--- config.mk ---
export PLATFORM = sky130hd
export DESIGN_NAME = audio_i2s_tx
export DESIGN_NICKNAME = d
export VERILOG_FILES = /design/src/rtl/audio_i2s_tx.sv
export SDC_FILE = /design/constraint.sdc
export NUM_CORES = 1
export LEC_CHECK = 0
export BUFFER_PORTS_ARGS = -buffer_cell sky130_fd_sc_hd__buf_2
export CAP_MARGIN = 20
export CORE_MARGIN = 3
export CORE_UTILIZATION = 30
export CTS_CLUSTER_DIAMETER = 100
export DETAILED_ROUTE_END_ITERATION = 10
export PLACE_DENSITY = 0.54
export SLEW_MARGIN = 20
export SYNTH_ARGS = -nofsm -noshare
export SYNTH_HDL_FRONTEND = slang
export SYNTH_SLANG_ARGS = --single-unit
--- constraint.sdc ---
create_clock -name clk -period 4.1 [get_ports clk]
set_input_delay 0.82 -clock clk [delete_from_list [all_inputs] [get_ports clk]]
set_output_delay 0.82 -clock clk [all_outputs]
set_load 0.01 [all_outputs]
--- src/rtl/audio_i2s_tx.sv ---
// I2S transmitter: samples are truncated, attenuated, optionally mono-mixed, then sent MSB-first, left-justified.
// Latency: 1 clk conditioning, frame latched on each wrap of the bit counter; no backpressure, sample_req paces the source.
module audio_i2s_tx #(
  parameter int IN_W       = 18,
  parameter int OUT_W      = 16,
  parameter int STEREO     = 1,
  parameter int OFFSET_BIN = 1
) (
  input  logic            clk,
  input  logic            reset,
  input  logic            enable,
  input  logic [7:0]      div,
  input  logic [1:0]      volume,
  input  logic [IN_W-1:0] audio_l,
  input  logic [IN_W-1:0] audio_r,
  output logic            sample_req,
  output logic            hp_bck,
  output logic            hp_ws,
  output logic            hp_din,
  output logic            pa_en
);
  localparam int            BITS    = 2 * OUT_W;
  localparam int            CW      = $clog2(BITS);
  localparam logic [CW-1:0] LAST    = CW'(BITS - 1);
  localparam logic [CW-1:0] HALF    = CW'(OUT_W);
  localparam logic          MSB_INV = (OFFSET_BIN != 0);

  logic signed [OUT_W-1:0] cond_l_q, cond_r_q;
  logic signed [OUT_W-1:0] vol_l, vol_r;
  logic signed [OUT_W:0]   mix_sum;
  logic signed [OUT_W-1:0] mix_sat;
  logic [OUT_W-1:0]        slot_l, slot_r;
  logic [BITS-1:0]         frame;

  logic [7:0]       div_cnt_q, div_cnt_d;
  logic [CW-1:0]    bit_cnt_q, bit_cnt_d;
  logic             bck_q, bck_d;
  logic             ws_q, ws_d;
  logic             din_q, din_d;
  logic             req_q, req_d;
  logic             pa_en_q;
  logic [OUT_W-1:0] hold_l_q, hold_l_d;
  logic [OUT_W-1:0] hold_r_q, hold_r_d;

  function automatic logic signed [OUT_W-1:0] atten(input logic signed [OUT_W-1:0] x,
                                                    input logic [1:0] v);
    case (v)
      2'd0:    atten = '0;
      2'd1:    atten = x >>> 2;
      2'd2:    atten = x >>> 1;
      default: atten = x;
    endcase
  endfunction

  always_comb begin
    vol_l   = atten(cond_l_q, volume);
    vol_r   = atten(cond_r_q, volume);
    mix_sum = {vol_l[OUT_W-1], vol_l} + {vol_r[OUT_W-1], vol_r};
    // Overflow shows up as the two top bits of the widened sum disagreeing.
    if (mix_sum[OUT_W] != mix_sum[OUT_W-1])
      mix_sat = {mix_sum[OUT_W], {(OUT_W-1){~mix_sum[OUT_W]}}};
    else
      mix_sat = mix_sum[OUT_W-1:0];
    if (STEREO != 0) begin
      slot_l = vol_l;
      slot_r = vol_r;
    end else begin
      slot_l = mix_sat;
      slot_r = mix_sat;
    end
    slot_l[OUT_W-1] = slot_l[OUT_W-1] ^ MSB_INV;
    slot_r[OUT_W-1] = slot_r[OUT_W-1] ^ MSB_INV;
  end

  assign frame = {hold_l_q, hold_r_q};

  always_comb begin
    div_cnt_d = div_cnt_q;
    bit_cnt_d = bit_cnt_q;
    bck_d     = bck_q;
    ws_d      = ws_q;
    din_d     = din_q;
    req_d     = 1'b0;
    hold_l_d  = hold_l_q;
    hold_r_d  = hold_r_q;
    if (!enable) begin
      div_cnt_d = '0;
      bit_cnt_d = LAST;
      bck_d     = 1'b0;
      ws_d      = 1'b0;
      din_d     = 1'b0;
    end else if (div_cnt_q >= div) begin
      div_cnt_d = '0;
      bck_d     = ~bck_q;
      if (bck_q) begin
        if (bit_cnt_q == LAST) begin
          // Holding registers load in the same clk, so bit 0 comes straight from the new slot.
          bit_cnt_d = '0;
          hold_l_d  = slot_l;
          hold_r_d  = slot_r;
          req_d     = 1'b1;
          ws_d      = 1'b0;
          din_d     = slot_l[OUT_W-1];
        end else begin
          bit_cnt_d = bit_cnt_q + CW'(1);
          ws_d      = (bit_cnt_d >= HALF);
          din_d     = frame[LAST - bit_cnt_d];
        end
      end
    end else begin
      div_cnt_d = div_cnt_q + 8'd1;
    end
  end

  always_ff @(posedge clk) begin
    if (reset) begin
      cond_l_q  <= '0;
      cond_r_q  <= '0;
      div_cnt_q <= '0;
      bit_cnt_q <= LAST;
      bck_q     <= 1'b0;
      ws_q      <= 1'b0;
      din_q     <= 1'b0;
      req_q     <= 1'b0;
      pa_en_q   <= 1'b0;
      hold_l_q  <= '0;
      hold_r_q  <= '0;
    end else begin
      cond_l_q  <= audio_l[IN_W-1 -: OUT_W];
      cond_r_q  <= audio_r[IN_W-1 -: OUT_W];
      div_cnt_q <= div_cnt_d;
      bit_cnt_q <= bit_cnt_d;
      bck_q     <= bck_d;
      ws_q      <= ws_d;
      din_q     <= din_d;
      req_q     <= req_d;
      pa_en_q   <= enable;
      hold_l_q  <= hold_l_d;
      hold_r_q  <= hold_r_d;
    end
  end

  assign sample_req = req_q;
  assign hp_bck     = bck_q;
  assign hp_ws      = ws_q;
  assign hp_din     = din_q;
  assign pa_en      = pa_en_q;
endmodule

# Yosys cells after proc, flatten, opt, wreduce, memory -nomap -nowiden
# Index checks and enable logic that the tools add are counted.
word_totals:
  register_bits: 82
  latch_bits: 0
  ramBits: 0
  rom_bits: 0
  out_inout_bits: 5
  wordCells: 39
  mem_count: 0
classes:
  addsub: 3
  n_mul: 0
  div: 0
  order_cmp: 3
  eq_ne: 3
  n_shift: 0
  muxes: 8
  bitwise: 5
  n_reduce_logical: 6
ops:
  columns: ["operator", "count"]
  rows:
  - ["one-hot mux 16 bit (3 select lines)", 2]
  - ["adder 8 x 1 -> 8 bit (second input constant)", 1]
  - [">= comparator 8 bit", 1]
  - ["< comparator 5 x 6 -> 1 bit (second input constant)", 1]
  - ["adder 5 x 1 -> 5 bit (second input constant)", 1]
  - ["binary-select mux 1 bit (select 5 bit)", 1]
  - ["equality test 5 bit (second input constant)", 1]
  - [">= comparator 5 bit (second input constant)", 1]
  - ["2-to-1 mux 5 bit", 1]
  - ["NOT 1 bit", 5]
  - ["subtractor 5 bit (first input constant)", 1]
  - ["2-to-1 mux 1 bit", 4]
  - ["AND reduction 4 bit", 1]
  - ["OR reduction 4 bit", 1]
  - ["OR reduction 3 bit", 1]
  - ["equality test 2 x 1 -> 1 bit (second input constant)", 1]
  - ["equality test 2 bit (second input constant)", 1]
  - ["zero test 2 bit", 1]
  - ["AND reduction 2 bit", 1]
  - ["OR reduction 2 bit", 1]

# Depth between registers and ports, before layout
# Gate-level depths: netlist of run 1.
depth:
  word_depth: 5
  depth_mapped: 10
  ltp_nobuf: 8

# Least setup slack after synthesis of run 1
# OpenSTA, ideal clock, no wires.
synth_timing:
  path_kind: "in2reg"
  start: "in div[6]"
  end: "reg bit_cnt_q[1]"
  setup_ps: 122
  t_arrival_ps: 2270
  required_ps: 3978
  slack_ps: 1709
  stages: 10
  path_cell_list: "inv_1 -> ha_1 -> a41oi_1 -> o21ai_1 -> and2_1 -> a21o_1 -> buf_2 -> buf_1 -> nand3b_1 -> nand3_1"
synth_between:
  elab_chain_cells: 2
synth_lines:
  columns: ["element", "line_no", "source"]
  rows:
  - ["start, declared", "12", "input logic [7:0] div,"]
  - [">= comparator 8 bit", "92", "end else if (div_cnt_q >= div) begin"]
  - ["AND reduction 2 bit (no source line)", null, null]
  - ["end signal, assigned", "132", "bit_cnt_q <= bit_cnt_d;"]
  - ["end, declared", "36", "logic [CW-1:0] bit_cnt_q, bit_cnt_d;"]
# No other way between the ends.
# A chain may end at the register's enable or synchronous reset.

# Worst setup path after layout of run 1
layout_timing:
  start: "in div[6]"
  end: "reg din_q, in the netlist hp_din"
layout_between:
  elab_chain_cells: 2
layout_lines:
  columns: ["element", "line_no", "source"]
  rows:
  - [">= comparator 8 bit", "92", null]
  - ["AND reduction 2 bit (no source line)", null, null]
  - ["end signal, assigned", "135", "din_q <= din_d;"]
  - ["end, declared", "39", "logic din_q, din_d;"]
# No other way between the ends.

==> flow_summary.ini, run 1 <==
[critical_path]
critical_path.startpoint_type = input port
endpoint_kind = flop
r2r_cells = 9
cp_max_fo = 21
worst_path_largest_cell_delay_ns = 0.45
r2r_slack_ns = 1.54
reg2reg_to = hp_din
r2r_start = div_cnt_q[0]
cp.required_ns = 4.34
cp.arrival_ns = 2.94
path_class = in2reg
path_cells = buf_2, inv_1, ha_1, a41oi_1, o21ai_1, and2_1, a21o_1, buf_4, nand2b_1, o32ai_1
path_buf_inv = 3
cp_top_family = compound AO/OA/AOI/OAI gates
crit_slowest_cell = a21o_1

[synthesis]
syn_area_um2 = 3920
synth_top_cell_area_share_pct = 41.9
synth_seq_cells = 82
syn_area_per_cell_um2 = 8.91
synth_area_leaders = dfxtp_1 42%, a21oi_1 11%, mux2i_1 7.1%
synth_cell_type_count = 36
yosysSeqAreaShare_pct = 41.9
yosys.area.top_type = dfxtp_1
syn_nets = 500
yosys_warnings = 0
syn_inst = 440

[cts]
clkSinkCount = 82
numCtsBuffers = 9
clk_path_buf_depth = 2
cts-htree-levels = 3
postCtsSetupBuffers = 0
cts.clk_slew.worst_paths_ns = 0.06
cts.repair.resized = 0
insertion_delay_ns = 0.33
cts_tree = built
cts_hold_buf = 0
cts_root_buffer = clkbuf_16

[finish]
diodes = 0
layout-drive-gt1-share_pct = 17.1
final_common_cell = a21oi_1
final_util_pct = 36.0
fin_cells = 646
most-common-layout-cells = 88 x a21oi_1, 82 x dfxtp_1, 49 x buf_2
final_nets = 531
syn_to_final_growth_pct = 16.8

[pwr]
netSwitchingPower_w = 0.000388
swShare_pct = 22.1
peakVddDrop_mv = 0.167
p_per_area_nw_per_um2 = 384
combPwrFrac_pct = 7.4
p_seq_share_pct = 47.1
p_int_w = 0.00137
p_leak_nw = 1.84
clkPwrFrac_pct = 45.5

[global_routing]
antenna_found_initial = 0
grtUsageTotal_pct = 11.7
grt_pass1_wl_um = 13700
grt_max_degree = 67
grt_overflow_total = 0
grt_pass1_vias = 2868

[timing]
holdWs_ns = 0.456
fin_crit_sh_pct = 65.9
worstMarginPinSlew_ns = 0.828
setup-violations-final = 0
fin_skew_ns = 0.00847
hold_violations = 0
fmax_mhz = 370
relSlewSlack_pct = 44.8
finalSetupTns_ns = 0
worst_slack_ns = 1.40
slew_violations = 0
min_period_ns = 2.70
rsz0062_at_grt = no

[floorplan]
initial_core_util_pct = 30.8
die_y_um = 120
coreArea_um2 = 12700
die_area_um2 = 14500
row_count = 41
io_pins = 54
die_w_um = 120

[hold_path]
hold_class = reg2reg
min_path_cells = 2
worstHoldEndpoint = hp_ws
hold_path.startpoint = hp_ws

[outcome]
run_status = completed

[placed_design]
pre_cts_ws_ns = 1.08
gp_congestion = 0.712
dp.cells = 632
dp_hpwl_um = 5520
portBuffers = 49

[job]
maxCapViolCount = 0

[routing]
firstDrtPassIters = 4
ant_nets = 0
vias_per_cell = 4.79
drtIter0Drc = 175
wl_um = 8170
vias = 3094
wl_per_cell_um = 12.6
drc = 0
sequential cells by signal (all words and copies together) (netlist names):
name / cells
bit_cnt_q: 5
cond_l_q: 16
cond_r_q: 16
div_cnt_q: 8
hold_l_q: 16
hold_r_q: 16
hp_bck: 1
hp_din: 1
hp_ws: 1
pa_en: 1
sample_req: 1
worst max path at each step:
| stage | slack (ns) | end | startpoint | cells past startpoint |
|---|---|---|---|---|
| finish | 1.40 | hp_din | div[6] | 10 |
| global route | 1.20 | hp_din | div[7] | 10 |
| CTS | 1.41 | hp_din | div[6] | 10 |
| detailed placement | 1.08 | hp_din | div[6] | 10 |
| global placement | 1.13 | hp_din | div[0] | 9 |
| floorplan | 1.71 | bit_cnt_q[1] | div[6] | 10 |
cells by family (layout without fill, tap and decap cells):
kind of cell             after synthesis  after routing  share of synthesized area [%]
flip-flops                            82             82                           41.9
multiplexers                          42             42                           14.2
AO/OA/AOI/OAI                        132            132                           18.0
XOR/XNOR                               8              8                           1.79
AND/OR/NAND/NOR                      115            115                           15.4
buffers and inverters                 50             84                           5.26
adder cells (fa/ha/maj)               11             11                           3.51
cell usage after synthesis:
| cell type | n |
|---|---|
| a21oi_1 | 88 |
| dfxtp_1 | 82 |
| nand3_1 | 35 |
| nor2b_1 | 33 |
| o21ai_1 | 29 |
| mux2i_1 | 28 |
| clkbuf_1 | 22 |
| nand2_1 | 16 |
| inv_1 | 12 |
| ha_1 | 11 |
| nor2_1 | 11 |
| buf_2 | 9 |
| nor3_1 | 6 |
| xor2_1 | 6 |
| and3_1 | 5 |
| buf_1 | 5 |
| mux2_2 | 5 |
| mux4_1 | 5 |
| a311oi_1 | 4 |
| mux4_2 | 4 |
| and2_1 | 3 |
| nand2b_1 | 3 |
| nand3b_1 | 2 |
| o21ai_0 | 2 |
| o311ai_1 | 2 |
| xnor2_1 | 2 |
| a21o_1 | 1 |
| a21oi_2 | 1 |
| a31o_1 | 1 |
| a41oi_1 | 1 |
| buf_6 | 1 |
| inv_2 | 1 |
| o211ai_1 | 1 |
| o22ai_1 | 1 |
| o32ai_1 | 1 |
| or2_1 | 1 |
metrics by stage:
| stage | total power (W) | cell area (µm²) |
|---|---|---|
| floorplan | 0.000937 | 3920 |
| global placement | 0.000975 | 4280 |
| detailed placement | 0.000977 | 4280 |
| CTS | 0.00178 | 4580 |
| global route | 0.00183 | 4580 |
| finish | 0.00176 | 4580 |
area by class of cell:
class                      instances  area [µm²]
timing repair buffer              57         305
inverter                          13        48.8
sequential                        82        1640
tap                              172         215
clock buffer                      12         256
fill                            1373        8140
multi-input combinational        308        2070
clock inverter                     2        37.5
per-layer routing:
layer / track usage [%] / wire length [µm] / share of wire (%)
met1: 16.2 / 4200 / 51
met2: 17.5 / 3510 / 43
met3: 2.99 / 351 / 4.3
met4: 4.39 / 106 / 1.3
met5: 0 / 0 / 0
worst min-delay path: stages (launching register included):
cell and delay, ns:
dfxtp_1 0.31, nand2_1 0.05, a21oi_1 0.05
power groups by stage:
stage                     clock [W]  combinational, W  sequential (W)
after floorplan                   0         0.0000938        0.000843
after global placement            0          0.000129        0.000846
after detailed placement          0          0.000131        0.000847
after CTS                  0.000822          0.000131        0.000829
after global routing       0.000855          0.000148        0.000831
final                      0.000800          0.000131        0.000829
Power figures use the tool's default switching activity.
==> inputs of run 2 (changes only) <==
==> constraint.sdc (replaced) <==
create_clock -name clk -period 2.7 [get_ports clk]
set_input_delay 0.54 -clock clk [delete_from_list [all_inputs] [get_ports clk]]
set_output_delay 0.54 -clock clk [all_outputs]
set_load 0.01 [all_outputs]
==> run 2 against run 1 <==
  * Count of clock-buffer cells in the layout fell by 2
  * Critical path depth fell by 1
  * Die area did not move
  * Final cell count rose by 0.93%
  * Clock power rose by 70%
  * Register-to-register slack got worse by 1.1 ns
  * Final area rose by 1.8%
  * Combinational power rose by 53%
  * Sequential power rose by 52%
  * Critical path type is now reg2reg
==> flow_summary.ini, run 2 (synthesized netlist as in run 1, its figures left out) <==
[routing]
firstDrtPassIters = 4
drtIter0Drc = 189
vias_per_cell = 4.77
wl_per_cell_um = 12.6
wl_um = 8200
vias = 3110
drc = 0
ant_nets = 0

[critical_path]
critical_path.startpoint_type = flop
crit_path_end = hold_l_q[14]
crit_start = div_cnt_q[0]
cp.arrival_ns = 2.53
reg2reg_to = hold_l_q[14]
cp.required_ns = 2.94
cp_max_fo = 11
r2r_cells = 9
r2r_slack_ns = 0.41
r2r_start = div_cnt_q[0]
path_class = reg2reg
endpoint_kind = flop

[timing]
fin_crit_sh_pct = 84.7
min_period_ns = 2.29
fin_skew_ns = 0.00970
finalSetupTns_ns = 0
relSlewSlack_pct = 58.3
fmax_mhz = 437
hold_violations = 0
worstMarginPinSlew_ns = 0.626
rsz0062_at_grt = no
slew_violations = 0
setup-violations-final = 0

[floorplan]
row_count = 41
initial_core_util_pct = 30.8
die_area_um2 = 14500
die_w_um = 120
coreArea_um2 = 12700
die_y_um = 120
io_pins = 54

[cts]
numCtsBuffers = 9
cts_tree = built
postCtsSetupBuffers = 0
cts.repair.resized = 0
cts_root_buffer = clkbuf_16
clkSinkCount = 82
insertion_delay_ns = 0.34
cts.clk_slew.worst_paths_ns = 0.07
cts_hold_buf = 0
cts-htree-levels = 3
clk_path_buf_depth = 2

[global_routing]
grt_overflow_total = 0
grt_max_degree = 66
grtUsageTotal_pct = 11.6
grt_pass1_wl_um = 13600
antenna_found_initial = 0
grt_pass1_vias = 2876

[placed_design]
gp_congestion = 0.769
dp_hpwl_um = 5660
portBuffers = 49

[finish]
final_nets = 535
seqCellArea_um2 = 1640
syn_to_final_growth_pct = 18.9
layout-drive-gt1-share_pct = 18.3
multi_input_area_um2 = 2070
final_common_cell = a21oi_1
fillers = 1345
diodes = 0
most-common-layout-cells = 88 x a21oi_1, 82 x dfxtp_1, 49 x buf_2

[pwr]
peakVddDrop_mv = 0.332
p_total_w = 0.00282
p_per_area_nw_per_um2 = 604
p_leak_nw = 1.89

[outcome]
run_status = completed

[hold_path]
hold_class = in2reg

[job]
maxCapViolCount = 0
==> run 2: changes by cell type in the layout (fill, tap and decap cells not counted), sizes merged <==
cell,change
inv,+2
bufinv,+1
buf,+4
clkinv,+1
clkbuf,-2
==> run 2: per-layer routing <==
layer | track usage, % | vias to the layer above | routed length, µm
li1 | - | 1634 | -
met1 | 15.4 | 1388 | 4020
met2 | 18.4 | 78 | 3660
met3 | 2.81 | 10 | 410
met4 | 4.46 | 0 | 104
met5 | 0 | - | 0
==> run 2: worst min path at each step <==
stage,start,end,slack (ns),cells past startpoint
after floorplan,bit_cnt_q[4],bit_cnt_q[4],0.45,2
after global placement,hp_ws,hp_ws,0.45,2
after detailed placement,hp_ws,hp_ws,0.45,2
after CTS,audio_l[17],cond_l_q[15],0.40,2
after global routing,audio_r[11],cond_r_q[9],0.40,2
final,audio_l[17],cond_l_q[15],0.40,2
==> run 2: stage by stage <==
stage	area, µm²	setup slack [ns]	cells	hold WS [ns]	util, %
floorplan	3920	0.589	440	0.446	-
global placement	4330	0.335	636	0.452	34.0
detailed placement	4330	0.260	636	0.452	34.0
CTS	4660	0.394	652	0.396	36.6
global route	4660	0.191	652	0.401	36.6
finish	4660	0.414	652	0.404	36.6
==> run 2: where the power goes <==
group / internal (W) / leakage, nW / switching, W / total (W)
registers: 0.00124 / 0.670 / 0.0000207 / 0.00126
logic: 0.0000891 / 1.06 / 0.000111 / 0.000200
clock network: 0.000846 / 0.161 / 0.000511 / 0.00136
==> run 2: layout make-up <==
class | count | area share, %
multi-input combinational | 308 | 44.5
sequential | 82 | 35.2
timing repair buffer | 61 | 7.46
clock buffer | 10 | 5.13
tap | 172 | 4.62
clock inverter | 6 | 2.07
inverter | 13 | 1.05
==> run 2: critical path: stages (launching register included) <==
cell	delay, ns
dfxtp_1	0.42
inv_1	0.07
ha_1	0.26
nand2b_1	0.09
a21oi_1	0.06
o21ai_1	0.28
a21o_1	0.44
buf_4	0.26
a21oi_1	0.09
a311oi_1	0.23
==> inputs of run 3 (changes only) <==
==> constraint.sdc (replaced) <==
create_clock -name clk -period 2.36 [get_ports clk]
set_input_delay 0.472 -clock clk [delete_from_list [all_inputs] [get_ports clk]]
set_output_delay 0.472 -clock clk [all_outputs]
set_load 0.01 [all_outputs]
==> run 3 against run 2 <==
  * Global-route usage grew 0.39 points
  * Sequential share of layout area fell by 0.10 points
  * Clock skew shrank 0.0055 ns
  * Via count grew 0.71%
  * Maximum frequency rose by 5.7%
  * Register-to-register slack worse by 0.22 ns
  * Largest power group is now sequential cells
==> flow_summary.ini, run 3 (synthesized netlist as in run 1, its figures left out) <==
[critical_path]
endpoint_kind = flop
path_cells = ha_1, mux4_2, mux4_2, o22ai_1, o32ai_1
cp.arrival_ns = 2.37
cp_common_cell = mux4_2
cp_max_fo = 5
crit_slowest_cell = mux4_2
worst_path_largest_cell_delay_ns = 0.53
critical_path.startpoint_type = flop
cp.required_ns = 2.57
path_class = reg2reg

[placed_design]
gp_congestion = 0.797
pre_cts_ws_ns = 0.182
dp_hpwl_um = 5830
portBuffers = 49
dp.cells = 640

[finish]
layout-drive-gt1-share_pct = 18.8
final_common_cell = a21oi_1
final_nets = 539
most-common-layout-cells = 88 x a21oi_1, 82 x dfxtp_1, 49 x buf_2
fillers = 1358
diodes = 0
fin_cells = 655
syn_to_final_growth_pct = 19.2

[timing]
rsz0062_at_grt = no
finalSetupTns_ns = 0
worst_slack_ns = 0.197
min_period_ns = 2.16
relSlewSlack_pct = 57.2
hold_violations = 0
setup-violations-final = 0
worstMarginPinSlew_ns = 0.641
fmax_mhz = 462
fin_skew_ns = 0.00417
fin_crit_sh_pct = 91.6
slew_violations = 0

[cts]
numCtsBuffers = 9
cts_tree = built
cts.repair.resized = 0
clkSinkCount = 82
postCtsSetupBuffers = 0
cts.clk_slew.worst_paths_ns = 0.06
clk_path_buf_depth = 2
cts_root_buffer = clkbuf_16
insertion_delay_ns = 0.33
cts_hold_buf = 0
cts-htree-levels = 3

[floorplan]
io_pins = 54
row_count = 41
coreArea_um2 = 12700
die_w_um = 120
die_area_um2 = 14500
initial_core_util_pct = 30.8
die_y_um = 120

[global_routing]
grt_pass1_vias = 2973
grt_overflow_total = 0
met1_usage_pct = 16.3
grt_pass1_wl_um = 14200
busiest_layer = met2
grt.met2_usage_pct = 18.7
antenna_found_initial = 0
grt_max_degree = 66
met3_usage_pct = 2.99
grtUsageTotal_pct = 12.0

[routing]
vias = 3132
drtIter0Drc = 175
wl_um = 8260
ant_nets = 0
drc = 0
vias_per_cell = 4.78
wl_per_cell_um = 12.6
firstDrtPassIters = 4

[pwr]
p_per_area_nw_per_um2 = 652
p_total_w = 0.00305
peakVddDrop_mv = 0.294
p_leak_nw = 1.89

[job]
maxCapViolCount = 0

[outcome]
run_status = completed

[hold_path]
hold_class = in2reg
run 3: path summary, 6_finish.rpt:
kind / startpoint / endpoint / slack, ns / depth (start not counted)
setup / recovery: bit_cnt_q[1] / hp_din / 0.20 / 5
hold reg to reg: hp_ws / hp_ws / 0.46 / 2
setup reg to reg: bit_cnt_q[1] / hp_din / 0.20 / 5
hold / removal: audio_l[17] / cond_l_q[15] / 0.34 / 2
run 3: area by class of cell:
cell class / count / area [µm²] / share of cell area [%]
well taps: 172 / 215 / 4.60
multi-input cells: 308 / 2070 / 44.3
flip-flops and latches: 82 / 1640 / 35.1
clock buffers: 10 / 239 / 5.11
inverters: 13 / 48.8 / 1.04
repair buffers: 65 / 403 / 8.62
clock inverters: 5 / 55.1 / 1.18
run 3: layer usage:
metal	vias to the layer above	routed length (µm)	part of all wire, %
met5	-	0	0
li1	1641	-	-
met4	0	102	1.2
met3	8	356	4.3
met1	1428	4120	50
met2	55	3680	45
run 3: metrics by stage:
stage | instance area, µm² | hold WS (ns) | utilization [%]
after floorplan | 3920 | 0.446 | -
after global placement | 4380 | 0.463 | 34.4
after detailed placement | 4380 | 0.451 | 34.4
after CTS | 4680 | 0.330 | 36.8
after global routing | 4680 | 0.342 | 36.8
final | 4680 | 0.344 | 36.8
run 3: power by group:
part           switching (W)  internal, W  total, W
clock               0.000535     0.000838   0.00137
combinational       0.000128     0.000109  0.000238
sequential         0.0000232      0.00142   0.00144
run 3: critical path: cells and delay by family (launching register included):
family,cells,cell delay (ns)
flops,1,0.32
compound gates,2,0.30
fa+ha+maj,1,0.42
mux,2,1.00
